$ cat src/rtl/can_sim_pkg.sv
// Shared definitions for the clocked CAN bus model: bus levels, the glitch
// FSM state type and a delay clamp helper used by the per-node delay lines.
package can_sim_pkg;

  localparam logic CAN_DOMINANT  = 1'b0;
  localparam logic CAN_RECESSIVE = 1'b1;

  typedef enum logic {
    GL_IDLE   = 1'b0,
    GL_ACTIVE = 1'b1
  } glitch_state_t;

  // Requested delays beyond the physical depth read the deepest tap.
  function automatic int clamp_delay(input int d, input int max_d);
    return (d > max_d) ? max_d : d;
  endfunction

endpackage

$ cat src/rtl/can_sim_delay_line.sv
// One node's propagation delay: a MAX_DELAY-deep shift register that is
// refilled recessive on reset, plus a tap mux. A delay of 0 passes the input
// straight through; delay d reads the sample taken d clocks ago.
module can_sim_delay_line
  import can_sim_pkg::*;
#(
  parameter int MAX_DELAY = 16,
  parameter int DW        = 5
) (
  input  logic          clk_i,
  input  logic          rst_i,
  input  logic          din_i,
  input  logic [DW-1:0] delay_i,
  output logic          dout_o
);

  logic [MAX_DELAY-1:0] r_sr;
  int                   w_eff_delay;

  // Shift the node level in every cycle; reset refills with recessive.
  always_ff @(posedge clk_i or posedge rst_i) begin
    if (rst_i) begin
      r_sr <= {MAX_DELAY{CAN_RECESSIVE}};
    end else begin
      r_sr[0] <= din_i;
      for (int k = 1; k < MAX_DELAY; k++) begin
        r_sr[k] <= r_sr[k-1];
      end
    end
  end

  // Clamp the requested delay and pick the matching tap (0 = bypass).
  always_comb begin
    w_eff_delay = clamp_delay(int'(delay_i), MAX_DELAY);
    dout_o      = din_i;
    for (int k = 0; k < MAX_DELAY; k++) begin
      if (w_eff_delay == k + 1) dout_o = r_sr[k];
    end
  end

endmodule

$ cat src/rtl/can_bus_sim_clocked.sv
// Clocked CAN bus model for system benches. Node tx lines merge as a
// wired-AND (0 dominant). Each node's contribution to the other nodes' rx is
// delayed by its own delay line; a node always sees its own tx undelayed.
// Extras: node disconnect, forced-dominant fault, a timed rx glitch on one
// node, and a monitor counting stuck-dominant cycles and SOF-like edges.
//
// Glitch request handshake: glitch_start_i is a single-cycle pulse, sampled
// only while the FSM is idle; it is accepted when glitch_len_i is non-zero and
// glitch_node_i names an existing node, otherwise it is dropped. While a
// glitch runs glitch_busy_o is high and further starts are ignored.
module can_bus_sim_clocked
  import can_sim_pkg::*;
#(
  parameter int N           = 2,
  parameter int MAX_DELAY   = 16,
  parameter int DW          = 5,
  parameter int CNT_W       = 16,
  parameter int STUCK_LIMIT = 64
) (
  input  logic                 clk_i,
  input  logic                 rst_i,
  input  logic [N-1:0]         tx_i,
  output logic [N-1:0]         rx_o,
  input  logic [N-1:0]         node_en_i,
  input  logic [N*DW-1:0]      delay_i,
  input  logic                 force_dom_i,
  input  logic                 glitch_start_i,
  input  logic [$clog2(N)-1:0] glitch_node_i,
  input  logic [7:0]           glitch_len_i,
  output logic                 glitch_busy_o,
  output logic                 bus_o,
  output logic                 stuck_o,
  output logic [CNT_W-1:0]     edge_cnt_o
);

  localparam int NW = $clog2(N);
  localparam int SW = $clog2(STUCK_LIMIT + 1);

  logic [N-1:0]  w_eff_tx;
  logic [N-1:0]  w_dtx;
  logic [N-1:0]  w_glitch;
  logic          w_bus;
  logic          w_node_ok;

  glitch_state_t r_state, w_state_nxt;
  logic [7:0]    r_gl_cnt, w_gl_cnt_nxt;
  logic [NW-1:0] r_gl_node, w_gl_node_nxt;

  logic [SW-1:0]    r_stuck_cnt, w_stuck_nxt;
  logic             r_stuck;
  logic             r_bus_q;
  logic [CNT_W-1:0] r_edge_cnt;

  // A disconnected node contributes recessive to the bus.
  assign w_eff_tx = tx_i | ~node_en_i;
  assign w_bus    = &w_eff_tx;
  assign bus_o    = w_bus;

  // Per-node propagation delay toward the other nodes.
  for (genvar t = 0; t < N; t++) begin : g_dly
    can_sim_delay_line #(
      .MAX_DELAY (MAX_DELAY),
      .DW        (DW)
    ) u_dly (
      .clk_i   (clk_i),
      .rst_i   (rst_i),
      .din_i   (w_eff_tx[t]),
      .delay_i (delay_i[t*DW +: DW]),
      .dout_o  (w_dtx[t])
    );
  end

  // Receive path per node: own tx undelayed, others delayed, then force and
  // glitch; a disconnected node reads recessive regardless.
  for (genvar r = 0; r < N; r++) begin : g_rx
    logic w_others;
    always_comb begin
      w_others = CAN_RECESSIVE;
      for (int t = 0; t < N; t++) begin
        if (t != r) w_others = w_others & w_dtx[t];
      end
      if (node_en_i[r]) begin
        rx_o[r] = (w_eff_tx[r] & w_others & ~force_dom_i) ^ w_glitch[r];
      end else begin
        rx_o[r] = CAN_RECESSIVE;
      end
    end
  end

  assign w_node_ok = (int'(glitch_node_i) < N);

  // Glitch FSM state, length counter and target node registers.
  always_ff @(posedge clk_i or posedge rst_i) begin
    if (rst_i) begin
      r_state   <= GL_IDLE;
      r_gl_cnt  <= '0;
      r_gl_node <= '0;
    end else begin
      r_state   <= w_state_nxt;
      r_gl_cnt  <= w_gl_cnt_nxt;
      r_gl_node <= w_gl_node_nxt;
    end
  end

  // Glitch FSM next state: the counter starts at len and the FSM leaves
  // ACTIVE on the cycle it holds 1, so the glitch lasts exactly len cycles.
  always_comb begin
    w_state_nxt   = r_state;
    w_gl_cnt_nxt  = r_gl_cnt;
    w_gl_node_nxt = r_gl_node;
    case (r_state)
      GL_IDLE: begin
        if (glitch_start_i && (glitch_len_i != 8'd0) && w_node_ok) begin
          w_state_nxt   = GL_ACTIVE;
          w_gl_cnt_nxt  = glitch_len_i;
          w_gl_node_nxt = glitch_node_i;
        end
      end
      GL_ACTIVE: begin
        w_gl_cnt_nxt = r_gl_cnt - 8'd1;
        if (r_gl_cnt == 8'd1) w_state_nxt = GL_IDLE;
      end
      default: begin
        w_state_nxt = GL_IDLE;
      end
    endcase
  end

  // Glitch mask decoded from registered state so reset removes it at once.
  always_comb begin
    w_glitch = '0;
    if (r_state == GL_ACTIVE) begin
      for (int t = 0; t < N; t++) begin
        if (int'(r_gl_node) == t) w_glitch[t] = 1'b1;
      end
    end
  end

  assign glitch_busy_o = (r_state == GL_ACTIVE);

  // Consecutive-dominant run length, saturating at the stuck limit.
  always_comb begin
    w_stuck_nxt = r_stuck_cnt;
    if (w_bus == CAN_RECESSIVE) begin
      w_stuck_nxt = '0;
    end else if (r_stuck_cnt != SW'(STUCK_LIMIT)) begin
      w_stuck_nxt = r_stuck_cnt + SW'(1);
    end
  end

  // Stuck counter and its registered flag.
  always_ff @(posedge clk_i or posedge rst_i) begin
    if (rst_i) begin
      r_stuck_cnt <= '0;
      r_stuck     <= 1'b0;
    end else begin
      r_stuck_cnt <= w_stuck_nxt;
      r_stuck     <= (w_stuck_nxt == SW'(STUCK_LIMIT));
    end
  end

  assign stuck_o = r_stuck;

  // Count recessive-to-dominant bus edges; the counter wraps naturally.
  always_ff @(posedge clk_i or posedge rst_i) begin
    if (rst_i) begin
      r_bus_q    <= CAN_RECESSIVE;
      r_edge_cnt <= '0;
    end else begin
      r_bus_q <= w_bus;
      if (r_bus_q == CAN_RECESSIVE && w_bus == CAN_DOMINANT) begin
        r_edge_cnt <= r_edge_cnt + CNT_W'(1);
      end
    end
  end

  assign edge_cnt_o = r_edge_cnt;

endmodule

$ cat config.mk
export PLATFORM = sky130hd
export DESIGN_NAME = can_bus_sim_clocked
export DESIGN_NICKNAME = d
export VERILOG_FILES = /design/src/rtl/can_sim_pkg.sv /design/src/rtl/can_sim_delay_line.sv /design/src/rtl/can_bus_sim_clocked.sv
export SDC_FILE = /design/constraint.sdc
export NUM_CORES = 1
export LEC_CHECK = 0
export CAP_MARGIN = 20
export CELL_PAD_IN_SITES_DETAIL_PLACEMENT = 0
export CELL_PAD_IN_SITES_GLOBAL_PLACEMENT = 2
export CORE_MARGIN = 3
export CORE_UTILIZATION = 35
export CTS_CLUSTER_SIZE = 14
export DETAILED_ROUTE_END_ITERATION = 7
export PLACE_DENSITY_LB_ADDON = 0.25
export SLEW_MARGIN = 20
export SYNTH_ARGS = -nofsm -noshare
export SYNTH_HDL_FRONTEND = slang
export SYNTH_SLANG_ARGS = --single-unit
$ cat constraint.sdc
create_clock -name clk_i -period 2.96 [get_ports clk_i]
set_clock_uncertainty 0.05 [all_clocks]
set_input_delay 0.592 -clock clk_i [delete_from_list [all_inputs] [get_ports clk_i]]
set_output_delay 0.592 -clock clk_i [all_outputs]
set_load 0.005 [all_outputs]
==> out/qor.yml <==
status:
  status: "finished, final reports clean"
floorplan:
  dieArea_um2: 10500
  start_util_pct: 36.7
  die_h_um: 103
  boundaryPins: 48
  die_w_um: 103
  core_um2: 8890
  core.rowCount: 34
final_layout:
  mostFrequentLayoutCells: "dfrtp_1, dfstp_2, clkdlybuf4s50_1"
  multi_input_area_um2: 1490
  regArea_um2: 1720
  n_antenna_cell: 0
  final_common_cell: "dfrtp_1"
  drive_above_1_share_pct: 25.1
  fin_nets: 422
  fillers: 822
  areaGrowthSynthToFinish_pct: 31.4
yosys:
  synth-compound-area-share_pct: 15.2
  avgSynthCellArea_um2: 10.6
  synth.distinct_cells: 66
  yosysSeqAreaShare_pct: 52.6
  muxShareOfSynthArea_pct: 2.57
  synth_top_flop_cell: "dfrtp_1"
  synth_edf_count: 0
  synthCells: 308
  synth.cell_area_um2: 3270
  synth_top_family_by_area: "simple AND/OR/NAND/NOR gates"
  yosysWarnings: 0
  synth_nets: 340
  synth-simple-area-share_pct: 18.9
  synth-xor-area-share_pct: 5.63
  synth-seq-cells: 67
  synthArstFlopShare_pct: 100
  synth_fa_ha_area_share_pct: 1.92
grt:
  antenna_found_initial: 0
  grt_pass1_vias: 2452
  grt_max_degree: 34
  grt_pass1_wl_um: 12000
  grt_usage_pct: 14.6
  overflow: 0
worst_setup_path:
  reg2reg_from: "r_stuck_cnt[0]"
  path_class: "in -> out"
  r2r-end: "stuck_o"
  cp_cell_sequence: "clkdlybuf4s50_1, buf_4, nor2b_1, and3_1, o21ai_1, nand3_1, nand2b_1, a31oi_1, buf_2"
  cpMaxStageDelayCell: "clkdlybuf4s50_1"
  critPathLaunchType: "input pin"
  path_delay_family: "buffers and inverters"
  regToRegSetupSlack_ns: 1.01
  critPathCaptureType: "output pin"
  reg2regPathDepth: 7
  critPathMaxFanout: 7
  cpPeakStageDelay_ns: 0.48
  cp_data_arrival_time_ns: 2.18
  cp.required_ns: 2.32
  path_buf_inv: 3
route:
  wire_per_inst_um: 14.5
  ant_nets: 0
  first_pass_iters: 4
  top_layer: "met4"
  drt_iter0_markers: 83
  vias: 2590
  drt-vias-per-instance: 5.16
  route.detailed.drc: 0
  met1_length_um: 3550
  wl_met2_um: 3410
  totalWireLength_um: 7290
  met3_length_um: 265
sta:
  hold_ws_ns: 0.314
  finalCriticalPeriod_ns: 2.82
  setup_viol: 0
  rsz0062_at_grt: "false"
  hold_viol: 0
  fin_tns_setup_ns: 0
  fmax_mhz: 354
  fin_ws_ns: 0.137
  slew_violations: 0
  min_period_over_period_pct: 95.4
  tightest_slew_ns: 0.618
  relSlewSlack_pct: 58.4
hold_path:
  whs_endpoint: "g_dly[1].u_dly.r_sr[11]"
  hp-start: "g_dly[1].u_dly.r_sr[10]"
  hold_class: "reg -> reg"
  whs_path_depth: 0
pwr:
  irDropWorstVdd_mv: 0.255
  power_density_nw_per_um2: 552
  total_power_uw: 2370
  p_leak_uw: 0.00184
cts:
  cts_tree: "done"
  cts_sinks: 67
  postCtsHoldBufs: 0
  clk_pin_slew_worst_paths_ns: 0.06
  cts_buffer_depth: 2
  clk_latency_ns: 0.33
  htreeDepth: 3
  root_buffer: "clkbuf_8"
  cts_buffers: 9
placed_design:
  dp_slack_ns: -0.556
  gp_congestion: 0.791
  dp_hpwl_um: 5400
  port_buffers: 47
job:
  drv_cap: 0
==> kinds of logic after synthesis <==
logic type,Yosys count
buf+inv,24
xor+xnor,21
mux,8
compound gates,70
simple gates,113
fa+ha+maj,5
flops,67
==> flip-flops by register name (all words and copies together) (netlist names) <==
| name | cells |
|---|---|
| g_dly.u_dly.r_sr | 32 |
| edge_cnt_o | 16 |
| r_gl_cnt | 8 |
| r_stuck_cnt | 7 |
| glitch_busy_o | 1 |
| r_bus_q | 1 |
| r_gl_node | 1 |
| stuck_o | 1 |
==> area by class of cell <==
type / count / share of cell area (%)
clock buffer: 12 / 3.38
clock inverter: 3 / 0.350
inverter: 15 / 1.31
multi-input combinational: 217 / 34.6
sequential: 67 / 40.0
tap: 108 / 3.15
timing repair buffer: 80 / 17.1
==> worst max path at each step <==
| stage | startpoint | end | cells after the start |
|---|---|---|---|
| floorplan | delay_i[2] | rx_o[1] | 7 |
| global placement | delay_i[6] | rx_o[0] | 8 |
| detailed placement | delay_i[0] | rx_o[1] | 7 |
| CTS | node_en_i[0] | rx_o[1] | 8 |
| global route | delay_i[0] | rx_o[1] | 8 |
| finish | delay_i[8] | rx_o[0] | 9 |
==> worst register-to-register path, cell delays in order, from the launching register on <==
cell     delay (ns)
dfrtp_1        0.43
inv_1          0.14
ha_1           0.16
nand2_1        0.06
nor4b_2        0.55
or2_2          0.26
o31ai_1        0.09
a21oi_1        0.13
==> cell usage after synthesis, drive strengths merged, types with 2 or more instances <==
cell type	number	area, um2
or4	2	15.0
nand4	5	31.3
a32oi	2	17.5
clkbuf	3	11.3
nor4	3	18.8
and2	5	31.3
xnor2	14	123
nand2b	4	25.0
nand2	18	67.6
and4	2	17.5
a41oi	2	17.5
nor2	25	96.4
a31oi	4	25.0
o2bb2ai	2	23.8
o2111a	2	22.5
a21oi	17	88.8
dfrtp	34	851
a311oi	2	17.5
xor2	7	61.3
or3b	2	20.0
dfstp	33	867
and3	7	43.8
nor2b	7	43.8
nor4b	2	23.8
buf	6	36.3
a21o	2	15.0
a211oi	2	15.0
nand3b	3	22.5
a221o	2	20.0
and2b	2	15.0
ha	5	62.6
a22oi	2	15.0
mux2i	5	50.1
o31ai	3	22.5
mux2	3	33.8
inv	15	56.3
nand3	14	70.1
o22ai	2	12.5
o21bai	2	15.0
o21ai	13	68.8
nor3	6	30.0
==> through the flow <==
step | utilization [%] | std cells | instance area, um2
after global routing | 48.3 | 502 | 4290
final | 48.3 | 502 | 4290
after floorplan | - | 308 | 3270
after CTS | 48.1 | 501 | 4280
after detailed placement | 45.5 | 482 | 4050
after global placement | 45.5 | 482 | 4050
==> per-layer routing <==
metal	vias to the layer above	global-route usage [%]
li1	1283	-
met1	1252	19.8
met2	46	22.9
met3	9	4.33
met4	0	4.24
met5	-	0
==> where the power goes <==
group,internal [uW],total [uW],switching (uW),leakage (uW)
clock network,319,641,323,0.0000860
registers,1060,1180,126,0.000786
logic,292,541,250,0.000971
total,1670,2370,699,0.00184
==> repair_timing <==
action                                  CTS  global route
pin swaps                                 6             7
gates cloned                              1             0
endpoints found under the setup margin    2             2
setup buffers                             3             1
resized for setup                        28            11
No activity file was read; power rests on OpenSTA's default activity.
==> variant 1, RTL diff (same settings) <==
Change the parameter `STUCK_LIMIT` from 64 to 32.
--- a/src/rtl/can_bus_sim_clocked.sv
+++ b/src/rtl/can_bus_sim_clocked.sv
@@ -17,3 +17,3 @@
   parameter int CNT_W       = 16,
-  parameter int STUCK_LIMIT = 64
+  parameter int STUCK_LIMIT = 32
 ) (
Function: same outputs for any inputs over 10 cycles, from zero or initial values and one cycle with rst_i high; that may be too few to reach the edited logic, so the function may still have changed.
==> variant 1 against the unedited design <==
The run now ends with setup timing left. Worst setup slack got worse by 0.21 ns. Global-route usage decreased by 0.15 points. Sequential cell count decreased by 1. Routed wire length decreased by 4.3%. Total power decreased by 3.2%. Sequential power decreased by 9%. Final cell count decreased by 3.8%. Synthesized area decreased by 3.4%. Clock power increased by 33%. Cell area decreased by 0.20%. First-iteration DRC count decreased by 4.8%. Critical path type unchanged. Critical endpoint unchanged. Highest routed layer unchanged.
==> variant 1: results (changes against the unedited design) <==
| Metric | Value |
|---|---|
| Status | finished, violations left |
| Failing checks | setup timing |
| DP Cell Count | 463 (-3.9%) |
| Mapped Nets | 315 (-7.4%) |
| Placed cell area | 3960 µm² (-2.1%) |
| FILL cells | 790 (-3.9%) |
| Final HPWL from detailed placement | 4990 µm (-7.5%) |
| Ranking of synthesized cells by area | dfstp_2, dfrtp_1, xnor2_1 |
| Synth top cells by count | dfrtp_1, dfstp_2, nand2_1 |
| Syn_area_per_cell | 11.2 µm² (+5.2%) |
| Sequential fraction of the synthesis area | 53.6% (+1.0 points) |
| Max rail drop VDD | 0.000257 V (+0.75%) |
| Vias in the first global route | 2,451 (-0.041%) |
| First-pass GRT wire length | 11,900 µm (-1.1%) |
| Unique masters post-synth | 58 (-12%) |
| Post-Route WL | 6980 µm (-4.3%) |
| DR iter-0 viols | 79 (-4.8%) |
| Share of layout cells above drive strength 1 | 28.8% (+3.7 points) |
| Comb pwr | 367 µW (-32%) |
| Met2 usage | 22.3% (-0.61 points) |
| Cts repair resizes | 37 (+32%) |
| Setup Fix Bufs, Post-CTS | 4 (+1) |
| Worst-path clk slew | 0.08 ns (+0.02 ns) |
| Slew HR | 62.7% (+4.3 points) |
| Final setup violation count | 1 (+1) |
| Sw Share | 25.5% (-4.0 points) |
| PwrDens | 535 nW/µm² (-3.0%) |
| Routability cong. | 0.804 (+1.6%) |
| Nets | 402 (-4.7%) |
| Grt met3 use | 3.81% (-0.52 points) |
| DR vias | 2,383 (-8.0%) |
| Combinational power share | 16.0% (-6.9 points) |
| Worst EP arrival | 2.39 ns (+0.21 ns) |
| Setup TNS | -0.0733 ns (-0.0733 ns) |
| Pleak | 1.84 nW (-0.11%) |
| Top FF cell, synth | dfstp_2 |
| Final setup margin | -0.0733 ns (-0.210 ns) |
| Pin count of the biggest net entering global routing | 42 (+24%) |
| Gr usage total | 14.5% (-0.15 points) |
-- variant 1: cell types whose count changed in the layout (fill, tap and decap cells not counted), moves of 3 or more --
| cell | change |
|---|---|
| and2_1 | -4 |
| buf_4 | +3 |
| dlygate4sd2_1 | +3 |
| dlymetal6s2s_1 | -4 |
| mux2i_1 | +4 |
| nand2_1 | +5 |
| nand3_1 | -4 |
| nand3b_1 | +4 |
| nor2b_1 | -7 |
| o211ai_1 | +4 |
-- variant 1: cell type report --
class	count	area share (%)
timing repair buffer	83	17.9
tap	108	3.16
inverter	14	1.23
sequential	66	39.5
clock buffer	10	3.21
clock inverter	6	2.10
multi-input combinational	196	32.9
-- variant 1: cell families (layout without fill, tap and decap cells) --
logic type / Yosys count / after routing / synth area share [%]
multiplexers: 16 / 16 / 5.79
adder cells (fa/ha/maj): 5 / 5 / 1.98
buffers and inverters: 21 / 113 / 3.37
AO/OA/AOI/OAI: 51 / 51 / 10.9
AND/OR/NAND/NOR: 103 / 103 / 18.4
XOR/XNOR: 21 / 21 / 5.83
flip-flops: 66 / 66 / 53.6
-- variant 1: path summary, 6_finish.rpt --
kind                                         start                      end  slack (ns)  depth (start not counted)
max in group asynchronous                    rst_i   g_dly[1].u_dly.r_sr[1]        1.62                          3
hold reg to reg            g_dly[1].u_dly.r_sr[14]  g_dly[1].u_dly.r_sr[15]        0.31                          0
setup reg to reg                       r_gl_cnt[0]              r_gl_cnt[6]        1.00                          7
hold / removal             g_dly[1].u_dly.r_sr[14]  g_dly[1].u_dly.r_sr[15]        0.31                          0
min in group asynchronous                    rst_i              r_gl_cnt[4]        0.58                          2
setup / recovery                        delay_i[7]                  rx_o[0]       -0.07                          8
-- variant 1: layer usage --
metal	routed length, µm	vias up
li1	-	1193
met1	3440	1146
met2	3220	37
met3	255	7
met4	72	0
met5	0	-
==> variant 2, RTL diff (same settings) <==
Without the edit above. Register the input `delay_i` before use, with the module's reset. The logic sees it one clock later. The other inputs are not delayed to match.
--- a/src/rtl/can_bus_sim_clocked.sv
+++ b/src/rtl/can_bus_sim_clocked.sv
@@ -38,2 +38,12 @@
 
+  logic [N*DW-1:0] delay_q;
+
+  always_ff @(posedge clk_i or posedge rst_i) begin
+    if (rst_i) begin
+      delay_q <= '0;
+    end else begin
+      delay_q <= delay_i;
+    end
+  end
+
   logic [N-1:0]  w_eff_tx;
@@ -67,3 +77,3 @@
       .din_i   (w_eff_tx[t]),
-      .delay_i (delay_i[t*DW +: DW]),
+      .delay_i (delay_q[t*DW +: DW]),
       .dout_o  (w_dtx[t])
Check against the original RTL: not equivalent (Yosys sat finds a counterexample within 4 cycles, from zero or initial values and one cycle with rst_i high).
==> variant 2 against the unedited design <==
Worst setup slack got worse by 0.14 ns. Cell area increased by 3.9%. Register-to-register slack improved by 0.09 ns. Critical path type is now reg2out. Critical endpoint unchanged. Routed wire length decreased by 0.56%. Total power increased by 9.1%. Synthesized cell count increased by 3.2%. Largest power group unchanged. Sequential cell count increased by 10. Synthesized area increased by 7.0%.
==> variant 2: results (changes against the unedited design) <==
| Metric | Value |
|---|---|
| Cell family with most CP delay | compound AO/OA/AOI/OAI gates |
| Sequential fraction of the synthesis area | 56.3% (+3.7 points) |
| Latest clock arrival within the worst-skew pair | 0.35 ns (+0.02 ns) |
| Clock Sinks | 77 (+15%) |
| Adder-cell share of the synthesized area | 1.79% (-0.12 points) |
| Nets | 419 (-0.71%) |
| DR iter-0 viols | 45 (-46%) |
| FILL cells | 921 (+12%) |
| Gr usage total | 13.7% (-0.90 points) |
| DP Worst Slack | -0.403 ns (+0.154 ns) |
| Slew HR | 69.3% (+11 points) |
| Complex-gate fraction of the synthesized area | 12.0% (-3.1 points) |
| Post-Syn Instances | 318 (+3.2%) |
| Mapped Nets | 350 (+2.9%) |
| Post-Route WL | 7250 µm (-0.56%) |
| Share of layout cells above drive strength 1 | 22.4% (-2.7 points) |
| Footprint of the multi-input gates | 1430 µm² (-3.8%) |
| Unique masters post-synth | 59 (-11%) |
| Routability cong. | 0.762 (-3.7%) |
| Mux cell area share after synthesis | 3.22% (+0.66 points) |
| Met2 usage | 22.3% (-0.58 points) |
| Final-layout clock-cell area share | 3.99% (+0.25 points) |
| Max reg flops | 32 (unchanged) |
| Logic inverters | 14 (-1) |
| Buffering overhead | 15.0% (-2.2 points) |
| Comb_multi_in | 213 (-1.8%) |
| Ranking of synthesized cells by area | dfrtp_1, dfstp_2, xnor2_1 |
| DP Cell Count | 503 (+4.4%) |
| Final HPWL from detailed placement | 5300 µm (-1.8%) |
| Pin count of the biggest net entering global routing | 58 (+71%) |
| Crit-path slowest cell | dfrtp_2 |
| First-pass GRT wire length | 12,300 µm (+2.3%) |
| Pleak | 1.82 nW (-1.0%) |
| Worst-path clk slew | 0.08 ns (+0.02 ns) |
| Final min period | 2.96 ns (+0.136 ns) |
| FF-to-FF setup slack | 1.10 ns (+0.09 ns) |
| Avg WL per Cell | 13.9 µm (-4.2%) |
| GR met1 Demand/Resource | 17.8% (-1.9 points) |
| CLK BUF | 11 (-1) |
| CTS H-Tree Depth | 3 (unchanged) |
| Antenna violations before repair | 0 (unchanged) |
| Yosys warnings | 0 (unchanged) |
| Number of tapcells | 129 (+19%) |
| Non-CTS buffers | 72 (-10%) |
| Grt met3 use | 3.95% (-0.38 points) |
| Worst Path Max Fanout | 8 (+1) |
| Routed vias/inst | 4.95 (-4.0%) |
| Status | completed |
| XOR/XNOR Fraction of Synth Area | 5.77% (+0.13 points) |
| Starting Density | 36.9% (+0.20 points) |
| Register area | 1970 µm² (+15%) |
| Synth top cells by count | dfrtp_1, dfstp_2, nor2_1 |
| Final setup violation count | 0 (unchanged) |
| Max rail drop VDD | 0.000347 V (+36%) |
==> variant 2: cell count changes after synthesis, sizes merged, moves of 4 or more <==
cell	delta
a21oi	-7
and3	-5
clkbuf	+7
dfrtp	+10
mux2i	+4
nand2b	+4
nand3	+7
nor2b	-6
==> variant 2: worst paths after layout <==
kind                                              start  cells after the start                       to
worst min register to register  g_dly[0].u_dly.r_sr[11]                      0  g_dly[0].u_dly.r_sr[12]
min in group asynchronous                         rst_i                      2               delay_q[1]
worst max-delay path                         delay_q[6]                      7                  rx_o[0]
max in group asynchronous                         rst_i                      3   g_dly[1].u_dly.r_sr[6]
worst max register to register              r_gl_cnt[2]                      6              r_gl_cnt[7]
worst min-delay path            g_dly[0].u_dly.r_sr[11]                      0  g_dly[0].u_dly.r_sr[12]
==> variant 2: per-layer routing <==
metal | part of all wire [%] | wire length [µm]
met1 | 47 | 3430
met2 | 48 | 3470
met3 | 3.7 | 265
met4 | 1.2 | 85
met5 | 0 | 0
==> variant 2: metrics by stage <==
step | area [µm²] | utilization (%) | TNS [ns]
floorplan | 3490 | - | 0
global placement | 4250 | 44.9 | -0.699
detailed placement | 4250 | 44.9 | -0.735
CTS | 4430 | 46.9 | -0.0325
global route | 4460 | 47.1 | -0.121
finish | 4460 | 47.1 | 0
==> variant 2: power breakdown <==
part / switching (mW) / internal [mW] / total [mW]
Combinational: 0.230 / 0.295 / 0.525
Sequential: 0.148 / 1.21 / 1.35
Clock: 0.378 / 0.327 / 0.705
Total: 0.756 / 1.83 / 2.58
==> variant 2: timing repair <==
item                       CTS  global route
pin swaps                    2             3
buffers inserted             1             1
resized for setup           10             5
setup endpoints to repair    2             2
